===== config.mk =====
export PLATFORM = sky130hd
export DESIGN_NAME = hilo_unit
export DESIGN_NICKNAME = d
export VERILOG_FILES = /design/src/rtl/hilo_unit.sv
export SDC_FILE = /design/constraint.sdc
export NUM_CORES = 1
export LEC_CHECK = 0
export BUFFER_PORTS_ARGS = -buffer_cell sky130_fd_sc_hd__buf_4
export CORE_ASPECT_RATIO = 1.5
export CORE_MARGIN = 10
export CORE_UTILIZATION = 40
export CTS_BUF_LIST = sky130_fd_sc_hd__clkbuf_16
export DETAILED_ROUTE_END_ITERATION = 6
export PLACE_DENSITY = 0.76
export RECOVER_POWER = 25
export SLEW_MARGIN = 20
export SYNTH_ARGS = -nofsm -noshare
export SYNTH_HDL_FRONTEND = slang
export SYNTH_SLANG_ARGS = --single-unit

===== constraint.sdc =====
create_clock -name clk -period 3.7 [get_ports clk]
set_input_delay 0.185 -clock clk [delete_from_list [all_inputs] [get_ports clk]]
set_output_delay 0.185 -clock clk [all_outputs]
set_load 0.05 [all_outputs]

===== src/rtl/hilo_unit.sv =====
// hilo_unit: sequences one divide or multiply at a time on the shared
// arithmetic units, holds the architectural HI/LO registers, and reports
// divide-by-zero and watchdog aborts to the exception logic.
module hilo_unit #(
  parameter int TIMEOUT_CYC = 48,
  parameter int DRAIN_CYC   = 2
) (
  input  logic        clk,
  input  logic        reset,
  input  logic [31:0] value_A,
  input  logic [31:0] value_B,
  input  logic        divStart,
  input  logic        multStart,
  input  logic        mtHi,
  input  logic        mtLo,
  output logic        divInit,
  input  logic        divStop,
  input  logic        divZero,
  input  logic [31:0] div_hi,
  input  logic [31:0] div_lo,
  output logic        multInit,
  input  logic        multStop,
  input  logic [31:0] mult_hi,
  input  logic [31:0] mult_lo,
  output logic [31:0] hi,
  output logic [31:0] lo,
  output logic        busy,
  output logic        done,
  output logic        divZeroErr,
  output logic        timeoutErr
);

  // Drain counter only needs to reach DRAIN_CYC; keep at least one bit.
  localparam int DW = (DRAIN_CYC < 1) ? 1 : $clog2(DRAIN_CYC + 1);
  localparam logic [DW-1:0] DRAIN_LAST = DW'(DRAIN_CYC);
  // Watchdog fires at the end of the TIMEOUT_CYC-th run cycle.
  localparam logic [5:0] WD_LAST = 6'(TIMEOUT_CYC - 1);

  typedef enum logic [1:0] {
    IDLE     = 2'd0,
    DIV_RUN  = 2'd1,
    MULT_RUN = 2'd2,
    DRAIN    = 2'd3
  } state_t;

  state_t        state_q;
  logic [31:0]   hi_q;
  logic [31:0]   lo_q;
  logic [5:0]    wd_q;
  logic [DW-1:0] drain_q;
  logic          div_init_q;
  logic          mult_init_q;
  logic          busy_q;
  logic          done_q;
  logic          div_zero_err_q;
  logic          timeout_err_q;

  // value_B is consumed directly by the arithmetic units; it is part of this
  // port list only so the sequencer sits cleanly between control and datapath.
  logic unused_ok;
  assign unused_ok = ^value_B;

  // Sequencer FSM with all outputs registered; pulses default low each cycle.
  always_ff @(posedge clk) begin
    if (reset) begin
      state_q        <= IDLE;
      hi_q           <= '0;
      lo_q           <= '0;
      wd_q           <= '0;
      drain_q        <= '0;
      div_init_q     <= 1'b0;
      mult_init_q    <= 1'b0;
      busy_q         <= 1'b0;
      done_q         <= 1'b0;
      div_zero_err_q <= 1'b0;
      timeout_err_q  <= 1'b0;
    end else begin
      done_q         <= 1'b0;
      div_zero_err_q <= 1'b0;
      timeout_err_q  <= 1'b0;
      case (state_q)
        IDLE: begin
          // Moves to HI/LO land first; a start in the same cycle still launches.
          if (mtHi) hi_q <= value_A;
          if (mtLo) lo_q <= value_A;
          wd_q    <= '0;
          drain_q <= '0;
          if (divStart) begin
            state_q    <= DIV_RUN;
            div_init_q <= 1'b1;
            busy_q     <= 1'b1;
          end else if (multStart) begin
            state_q     <= MULT_RUN;
            mult_init_q <= 1'b1;
            busy_q      <= 1'b1;
          end
        end
        DIV_RUN: begin
          // Divide-by-zero outranks a simultaneous done and skips the drain.
          if (divZero) begin
            div_zero_err_q <= 1'b1;
            state_q        <= IDLE;
            div_init_q     <= 1'b0;
            busy_q         <= 1'b0;
          end else if (divStop) begin
            hi_q    <= div_hi;
            lo_q    <= div_lo;
            done_q  <= 1'b1;
            drain_q <= '0;
            state_q <= DRAIN;
          end else if (wd_q == WD_LAST) begin
            timeout_err_q <= 1'b1;
            state_q       <= IDLE;
            div_init_q    <= 1'b0;
            busy_q        <= 1'b0;
          end else begin
            wd_q <= wd_q + 6'd1;
          end
        end
        MULT_RUN: begin
          if (multStop) begin
            hi_q        <= mult_hi;
            lo_q        <= mult_lo;
            done_q      <= 1'b1;
            state_q     <= IDLE;
            mult_init_q <= 1'b0;
            busy_q      <= 1'b0;
          end else if (wd_q == WD_LAST) begin
            timeout_err_q <= 1'b1;
            state_q       <= IDLE;
            mult_init_q   <= 1'b0;
            busy_q        <= 1'b0;
          end else begin
            wd_q <= wd_q + 6'd1;
          end
        end
        DRAIN: begin
          // divInit stays up through the done cycle plus DRAIN_CYC more so the
          // divider can clear its finish flags; late divStop is ignored here.
          if (drain_q == DRAIN_LAST) begin
            state_q    <= IDLE;
            div_init_q <= 1'b0;
            busy_q     <= 1'b0;
          end else begin
            drain_q <= drain_q + 1'b1;
          end
        end
        default: begin
          state_q     <= IDLE;
          div_init_q  <= 1'b0;
          mult_init_q <= 1'b0;
          busy_q      <= 1'b0;
        end
      endcase
    end
  end

  assign hi         = hi_q;
  assign lo         = lo_q;
  assign divInit    = div_init_q;
  assign multInit   = mult_init_q;
  assign busy       = busy_q;
  assign done       = done_q;
  assign divZeroErr = div_zero_err_q;
  assign timeoutErr = timeout_err_q;

endmodule


==> out/qor.csv, run 1 <==
stage;metric;value;unit
layout;fin_cells;874;
clock_tree;clock-root-buffer;clkbuf_16;
clock_tree;h-tree-depth;3;
placement;pre_cts_ws;1.26;ns
detailed_routing;drt_wl_total;16.4;mm
detailed_routing;via_per_inst;5.54;
detailed_routing;firstDrtPassIters;4;
critical_path;required;3.91;ns
layout;area_growth_syn_to_layout;47.4;%
clock_tree;ctsLongestPathBuffers;2;
timing;finalWorstSetupSlack;1.25;ns
timing;max_slew_margin;0.313;
timing;tightestPinTransition;1.03;ns
critical_path;crit_start;state_q[1]$_SDFFE_PP0P_;
floorplan;die_height;146;µm
pwr;p_per_area;558;mW/mm²
layout;drive_above_1_share;0.321;
detailed_routing;topRoutingLayerUsed;met4;
critical_path;rr_endpoint;wd_q[2]$_SDFFE_PP0P_;
detailed_routing;drt-met1-wl;6.06;mm
layout;final_common_cell;buf_4;
placement;io_buffers;238;
clock_tree;clock_latency;0.33;ns
critical_path;ff2ff_path_depth;7;
critical_path;cp.depth;7;
logic_synthesis;seq_area_frac_synth;0.376;
critical_path;crit_arrival;2.66;ns
timing;finalMaxSlewViolations;0;
timing;period_share;0.661;
critical_path;max_stage_delay;0.61;ns
timing;setup_viol;0;
logic_synthesis;synth-xor-area-share;0;
floorplan;ios;271;
layout;antenna_cells;0;
logic_synthesis;postSynthCellCount;519;
detailed_routing;drc;0;
logic_synthesis;yosysWarnings;0;
flow_run;max-cap-violations;0;
critical_path;crit_path_start_kind;flop;
clock_tree;clk_pin_slew;0.06;ns
critical_path;crit_type;flop to flop;
outcome;status;finished, final reports clean;
detailed_routing;drtIter0Drc;196;
clock_tree;post_cts_resized;0;
placement;placedCellCount;859;
global_route;antenna_found_initial;0;
logic_synthesis;mappedNetlistNets;727;
logic_synthesis;synth_ff_type;dfxtp_1;
critical_path;timing.rr.start;state_q[1]$_SDFFE_PP0P_;
logic_synthesis;synthAdderAreaFrac;0.0205;
critical_path;endpoint;wd_q[2]$_SDFFE_PP0P_;
logic_synthesis;syn_avg_cell_area;8.21;µm²
logic_synthesis;synth_edf_count;0;
critical_path;critPathBufInv;3;
logic_synthesis;synth_top_family_by_area;compound AO/OA/AOI/OAI gates;
timing;rsz0062_at_grt;false;
floorplan;rows;46;
floorplan;core;0.0105;mm²
clock_tree;ctsHoldBuffers;0;
clock_tree;tritoncts;done;
detailed_routing;wl_met3;1.19;mm
global_route;grt_max_degree;78;
placement;gp_congestion;0.816;
logic_synthesis;synth-seq-cells;80;
critical_path;worst_path_dominant_cell_family;buffers and inverters;
timing;final-hold-violation-count;0;
logic_synthesis;syn_area;0.00426;mm²
logic_synthesis;synthMuxAreaShare;0;
layout;final_cell_mix;buf_4, dfxtp_1, a21oi_1, nand2_1, a22oi_1;
floorplan;initial_utilization;0.407;
detailed_routing;vias;4845;
timing;clock_skew;0.00320;ns
pwr;peakVddDrop;0.259;mV
critical_path;cp_slowest_cell;buf_4;
logic_synthesis;synth.distinct_cells;41;
critical_path;critical_path.most_common_cell;inv_1;
layout;nNetsFinal;934;
floorplan;die_w;104;µm
global_route;grt-ovfl-total;0;
timing;fmax;0.409;GHz
critical_path;critPathMaxFanout;72;
placement;hpwl;12.2;mm
floorplan;die-area;0.0153;mm²
global_route;track_usage;0.201;
worst_hold_path;hold_path.class;primary input to flop;
logic_synthesis;synth_compound_area_frac;0.393;
detailed_routing;wl_per_cell;18.8;µm
detailed_routing;wl_met2;8.79;mm
clock_tree;clock-sinks;80;
critical_path;cp-end-kind;flop;
critical_path;path_cells;inv_1 -> ha_2 -> buf_4 -> o21ai_1 -> a31oi_1 -> inv_1 -> o41ai_1;
timing;finalSetupTns;0;ns
logic_synthesis;async_flop_share;0;
clock_tree;cts_buffers;9;
detailed_routing;drtAntennaViolNets;0;
logic_synthesis;synth-simple-area-share;0.146;
critical_path;r2r_slack;1.25;ns
global_route;grt_pass1_vias;5167;
clock_tree;cts_setup_buffers;0;
timing;min_period;2.45;ns
global_route;grt_pass1_wl;25.6;mm
pwr;leakagePower;2.67;nW
-- where the power goes --
group | leakage, nW | switching (W) | internal (W)
clock network | 0.166 | 0.000342 | 0.000648
logic | 1.84 | 0.000954 | 0.000496
registers | 0.658 | 0.0000709 | 0.000993
-- cell type report --
cell class	instances	area, µm²
clock buffers	9	225
clock inverters	6	101
fillers	983	4190
inverters	11	41.3
multi-input cells	379	2400
flip-flops and latches	80	1600
well taps	144	180
repair buffers	245	1730
-- cells in the mapped netlist (2+ instances only) --
library cell,number,area (µm²)
a211o_1,64,561
a21oi_1,77,385
a22oi_1,67,503
a31oi_1,2,12.5
and3_4,2,22.5
buf_2,19,95.1
buf_6,4,45.0
clkbuf_1,25,93.8
dfxtp_1,80,1600
ha_1,7,87.6
inv_1,10,37.5
nand2_1,67,251
nand2b_1,8,50.1
nand3_1,2,10.0
nand3b_1,2,15.0
nor2_1,40,150
nor3_1,3,15.0
o2111ai_4,2,52.6
o21ai_0,8,40.0
o31ai_1,4,30.0
or3_1,3,18.8
or4_1,4,30.0
-- how the worst min path moves through the flow --
stage,startpoint,endpoint,slack (ns),cells after the start
floorplan,multStop,done$_SDFF_PP0_,0.32,2
global placement,hi[1]$_SDFFE_PP0P_,hi[1]$_SDFFE_PP0P_,0.44,2
detailed placement,hi[1]$_SDFFE_PP0P_,hi[1]$_SDFFE_PP0P_,0.45,2
CTS,divZero,divZeroErr$_SDFF_PP0_,0.13,3
global route,multStop,done$_SDFF_PP0_,0.14,3
finish,multStop,done$_SDFF_PP0_,0.14,3
-- cell families after synthesis --
| group | count (synthesis) |
|---|---|
| AOI/OAI and AO/OA | 234 |
| and+or+nand+nor | 138 |
| DFF | 80 |
| buffers and inverters | 60 |
| adders and majority gates | 7 |
-- registers in the layout, indices dropped and copies added (netlist names), 2 cells and up --
signal and count:
drain_q 2, hi 32, lo 32, state_q 2, wd_q 6
-- through the flow --
stage / hold WS, ns / cell area [µm²] / util / total power (W)
6_report: 0.141 / 6280 / 0.600 / 0.00351
5_1_grt: 0.143 / 6280 / 0.600 / 0.00367
4_1_cts: 0.134 / 6420 / 0.613 / 0.00358
3_5_place_dp: 0.448 / 6090 / 0.582 / 0.00259
3_3_place_gp: 0.442 / 6070 / 0.579 / 0.00254
2_1_floorplan: 0.319 / 4260 / - / 0.00208
-- metal layers --
layer  up-vias  track usage
met5         -            0
met1      2266        0.200
met4         0       0.0705
met2       204        0.375
met3        30       0.0687
li1       2345            -
-- worst min-delay path: stages --
cell and delay, ns:
buf_4 0.13, nand2_1 0.05, a21oi_1 0.05
Note: power is estimated with default switching activity, not from simulation.
==> run 2: changes to the inputs <==
- clock period: 3.7 -> 2.3 ns (I/O delays scaled with it)
==> run 2 against run 1 <==
Combinational power is 62% higher. Sequential share of layout area is 0.11 points lower. Setup slack worse by 1.0 ns. Non-clock buffer count is 6 higher. Critical endpoint is now hi[5]$_SDFFE_PP0P_.
==> out/qor.csv, run 2 (synthesis gave the netlist of run 1 again) <==
stage;metric;value;unit
pwr;switchingPower;0.00218;W
critical_path;ff2ff_path_depth;7;
clock_tree;h-tree-depth;3;
pwr;clockPowerShare;0.265;
timing;hold_ws;0.0917;ns
clock_tree;ctsHoldBuffers;0;
critical_path;required;2.50;ns
placement;hpwl;12.7;mm
timing;max_slew_margin;0.565;
global_route;grt_pass1_vias;4961;
detailed_routing;wl_met2;8.66;mm
placement;gp_congestion;0.847;
critical_path;cp_slowest_cell;ha_2;
global_route;antenna_found_initial;0;
worst_hold_path;min_from;divZero;
timing;tightestPinTransition;0.655;ns
critical_path;worst_path_dominant_cell_family;buffers and inverters;
floorplan;die_w;104;µm
detailed_routing;drc;0;
critical_path;r2r_slack;0.22;ns
clock_tree;post_cts_resized;0;
layout;fin_cells;881;
timing;finalSetupTns;0;ns
critical_path;critPathBufInv;3;
pwr;peakVddDrop;0.512;mV
timing;fmax;0.481;GHz
critical_path;crit_type;flop to flop;
clock_tree;cts_setup_buffers;0;
layout;final_cell_mix;buf_4, dfxtp_1, a21oi_1, nand2_1, a22oi_1;
critical_path;rr_endpoint;hi[5]$_SDFFE_PP0P_;
clock_tree;clock-sinks;80;
layout;antenna_cells;0;
timing;min_period;2.08;ns
pwr;leakagePower;2.68;nW
clock_tree;clock-root-buffer;clkbuf_16;
detailed_routing;topRoutingLayerUsed;met4;
critical_path;timing.rr.start;state_q[1]$_SDFFE_PP0P_;
layout;final_common_cell;buf_4;
timing;finalMaxSlewViolations;0;
floorplan;die_height;146;µm
global_route;track_usage;0.200;
pwr;netSwitchingFraction;0.395;
floorplan;core;0.0105;mm²
clock_tree;clock_latency;0.33;ns
layout;nNetsFinal;940;
clock_tree;ctsLongestPathBuffers;2;
floorplan;die-area;0.0153;mm²
worst_hold_path;holdPathEnd;divZeroErr$_SDFF_PP0_;
timing;period_share;0.904;
critical_path;cp-end-kind;flop;
detailed_routing;wl_met3;1.31;mm
floorplan;rows;46;
critical_path;max_stage_delay;0.45;ns
detailed_routing;firstDrtPassIters;5;
floorplan;initial_utilization;0.407;
placement;io_buffers;238;
critical_path;cp.depth;7;
global_route;grt_pass1_wl;25.3;mm
pwr;seq_power_share;0.309;
detailed_routing;drt_wl_total;16.3;mm
detailed_routing;via_per_inst;5.47;
outcome;status;finished, final reports clean;
clock_tree;clk_pin_slew;0.06;ns
detailed_routing;drtAntennaViolNets;0;
detailed_routing;drt-met1-wl;5.95;mm
critical_path;path_cells;inv_1 -> ha_2 -> inv_2 -> o2111ai_4 -> buf_4 -> a211o_1 -> a21oi_1;
timing;rsz0062_at_grt;false;
worst_hold_path;hold_path.class;primary input to flop;
layout;area_growth_syn_to_layout;48.0;%
detailed_routing;wl_per_cell;18.5;µm
floorplan;ios;271;
pwr;p_per_area;874;mW/mm²
timing;setup_viol;0;
timing;final-hold-violation-count;0;
critical_path;crit_path_start_kind;flop;
worst_hold_path;hold_depth;3;
timing;clock_skew;0.00440;ns
global_route;grt-ovfl-total;0;
global_route;grt_max_degree;44;
flow_run;max-cap-violations;0;
detailed_routing;drtIter0Drc;235;
critical_path;critPathMaxFanout;33;
pwr;p_comb_frac;0.426;
detailed_routing;vias;4822;
clock_tree;tritoncts;done;
critical_path;crit_arrival;2.27;ns
pwr;p_int;0.00334;W
placement;placedCellCount;865;
clock_tree;cts_buffers;9;
layout;drive_above_1_share;0.324;
run 2: changes by cell type in the layout (fill, tap and decap cells not counted), sizes merged:
cell / before / now
clkinv: 1 / 3
buf: 208 / 214
bufinv: 3 / 2
run 2: per-stage QoR:
stage	util	cell area [µm²]	total power, W	setup slack (ns)
after floorplan	-	4260	0.00334	0.541
after global placement	0.587	6140	0.00413	0.289
after detailed placement	0.587	6140	0.00418	0.235
after CTS	0.616	6450	0.00564	0.213
after global routing	0.602	6310	0.00580	0.0651
final	0.602	6310	0.00552	0.221
run 2: worst min-delay path: cells and delay by family:
family                 cells  cell delay [ns]
buffers and inverters      2             0.20
and+or+nand+nor            1             0.05
run 2: how the worst max path moves through the flow:
stage	startpoint	endpoint	slack (ns)
after detailed placement	state_q[1]$_SDFFE_PP0P_	hi[5]$_SDFFE_PP0P_	0.23
final	state_q[1]$_SDFFE_PP0P_	hi[5]$_SDFFE_PP0P_	0.22
after CTS	state_q[1]$_SDFFE_PP0P_	hi[5]$_SDFFE_PP0P_	0.21
after global routing	state_q[1]$_SDFFE_PP0P_	hi[4]$_SDFFE_PP0P_	0.07
after floorplan	state_q[1]$_SDFFE_PP0P_	wd_q[3]$_SDFFE_PP0P_	0.54
after global placement	state_q[1]$_SDFFE_PP0P_	hi[3]$_SDFFE_PP0P_	0.29
run 2: layer usage:
metal  vias up  track usage
li1       2354            -
met1      2240        0.204
met2       204        0.366
met3        24       0.0683
met4         0       0.0719
met5         -            0
run 2: power by group through the flow:
stage / registers, W / clock network, W / logic (W)
final: 0.00171 / 0.00146 / 0.00235
after global routing: 0.00173 / 0.00155 / 0.00252
after CTS: 0.00171 / 0.00148 / 0.00245
after detailed placement: 0.00174 / 0 / 0.00244
after global placement: 0.00173 / 0 / 0.00241
after floorplan: 0.00242 / 0 / 0.000925
run 2: final cells by class:
cell class	instances	area [µm²]
fillers	1013	4170
multi-input cells	379	2400
repair buffers	251	1780
flip-flops and latches	80	1600
clock buffers	9	225
well taps	144	180
clock inverters	7	78.8
inverters	11	41.3
==> run 3: changes to the inputs <==
- RECOVER_POWER: 25 -> 50
==> run 3 against run 2 <==
Maximum frequency is 0.87% lower. First-iteration DRC count is 5.5% lower. Critical path depth is 1 lower. Setup slack worse by 0.018 ns. Global-route usage stayed put. Sequential power hardly changed. Via count is 0.10% lower. Total power is 1.8% lower. Register-to-register slack worse by 0.02 ns. Utilization is 1.3 points lower. Worst hold slack better by 0.0018 ns. Count of clock-buffer cells in the layout stayed put. Critical path type unchanged. Critical endpoint is now lo[31]$_SDFFE_PP0P_.
==> out/qor.csv, run 3 (synthesis gave the netlist of run 1 again) <==
stage;metric;value;unit
placement;gp_congestion;0.847;
clock_tree;clock_latency;0.32;ns
timing;max_slew_margin;0.567;
outcome;status;finished, final reports clean;
worst_hold_path;hold_depth;3;
placement;hpwl;12.7;mm
pwr;leakagePower;2.55;nW
critical_path;cp_slowest_cell;clkbuf_4;
placement;placed_area;0.00614;mm²
clock_tree;cts_setup_buffers;0;
critical_path;ff2ff_path_depth;6;
clock_tree;clock-sinks;80;
timing;period_share;0.912;
global_route;antenna_found_initial;0;
layout;drive_above_1_share;0.280;
timing;setup_viol;0;
timing;clock_skew;0.00456;ns
worst_hold_path;hold_path.class;primary input to flop;
pwr;p_per_area;877;mW/mm²
floorplan;die-area;0.0153;mm²
floorplan;die_w;104;µm
flow_run;max-cap-violations;0;
layout;antenna_cells;0;
clock_tree;ctsHoldBuffers;0;
detailed_routing;wl_per_cell;18.5;µm
pwr;peakVddDrop;0.514;mV
timing;min_period;2.10;ns
floorplan;initial_utilization;0.407;
clock_tree;ctsLongestPathBuffers;2;
detailed_routing;drc;0;
placement;io_buffers;238;
critical_path;crit_type;flop to flop;
detailed_routing;via_per_inst;5.47;
timing;finalMaxSlewViolations;0;
timing;finalWorstSetupSlack;0.203;ns
layout;area_growth_syn_to_layout;44.8;%
floorplan;rows;46;
clock_tree;clock-root-buffer;clkbuf_16;
timing;finalSetupTns;0;ns
critical_path;critPathMaxFanout;40;
critical_path;path_cells;inv_1 -> ha_4 -> clkbuf_4 -> nor2_1 -> a211o_1 -> a21oi_1;
clock_tree;cts_buffers;9;
critical_path;cp-end-kind;flop;
global_route;grt_pass1_wl;25.3;mm
floorplan;die_height;146;µm
pwr;power;0.00542;W
global_route;track_usage;0.200;
critical_path;crit_path_start_kind;flop;
detailed_routing;drt_wl_total;16.3;mm
global_route;grt-ovfl-total;0;
clock_tree;h-tree-depth;3;
detailed_routing;drtAntennaViolNets;0;
layout;final_cell_mix;buf_4, dfxtp_1, a21oi_1, clkbuf_1;
global_route;grt_max_degree;44;
detailed_routing;drtIter0Drc;222;
clock_tree;tritoncts;done;
timing;final-hold-violation-count;0;
global_route;grt_pass1_vias;4961;
placement;pre_cts_ws;0.235;ns
layout;design_area;0.00617;mm²
floorplan;ios;271;
timing;fmax;0.477;GHz
critical_path;crit_arrival;2.35;ns
critical_path;max_stage_delay;0.48;ns
clock_tree;post_cts_resized;0;
timing;tightestPinTransition;0.653;ns
layout;nNetsFinal;940;
layout;final_common_cell;buf_4;
clock_tree;clk_pin_slew;0.06;ns
detailed_routing;firstDrtPassIters;5;
timing;hold_ws;0.0935;ns
detailed_routing;vias;4817;
critical_path;required;2.56;ns
floorplan;core;0.0105;mm²
timing;rsz0062_at_grt;false;
## run 3: cell count changes in the layout (fill, tap and decap cells not counted), sizes merged
cell and delta:
clkbuf +34, buf -34
## run 3: critical path: cells and delay by family (launching register included)
kind                       cells  cell delay, ns
AOI/OAI and AO/OA              2            0.40
adders and majority gates      1            0.42
buffers and inverters          2            0.60
and+or+nand+nor                1            0.18
DFF                            1            0.41
## run 3: worst paths after layout
| path | startpoint | endpoint | slack [ns] |
|---|---|---|---|
| setup reg to reg | state_q[1]$_SDFFE_PP0P_ | lo[31]$_SDFFE_PP0P_ | 0.20 |
| setup / recovery | state_q[1]$_SDFFE_PP0P_ | lo[31]$_SDFFE_PP0P_ | 0.20 |
| hold / removal | divZero | divZeroErr$_SDFF_PP0_ | 0.09 |
| hold reg to reg | hi[30]$_SDFFE_PP0P_ | hi[30]$_SDFFE_PP0P_ | 0.45 |
## run 3: through the flow
step                      instances  utilization
after detailed placement        865        0.587
after global routing            881        0.589
after floorplan                 519            -
after CTS                       881        0.616
final                           881        0.589
after global placement          865        0.587
## run 3: cell type report
class                   instances  area, µm²
clock inverters                 7       78.8
flip-flops and latches         80       1600
repair buffers                251       1650
clock buffers                   9        225
fillers                      1059       4300
well taps                     144        180
inverters                      11       41.3
multi-input cells             379       2400
## run 3: layer usage
| layer | global-route usage | vias up | share of wire |
|---|---|---|---|
| li1 | - | 2356 | - |
| met3 | 0.0683 | 22 | 0.072 |
| met1 | 0.204 | 2257 | 0.37 |
| met4 | 0.0719 | 0 | 0.021 |
| met2 | 0.366 | 182 | 0.53 |
| met5 | 0 | - | 0 |
## run 3: power by group
group,total (W),internal (W),leakage (nW),switching (W)
Combinational,0.00225,0.000717,1.73,0.00154
Clock,0.00146,0.000931,0.155,0.000528
Sequential,0.00170,0.00160,0.658,0.000107
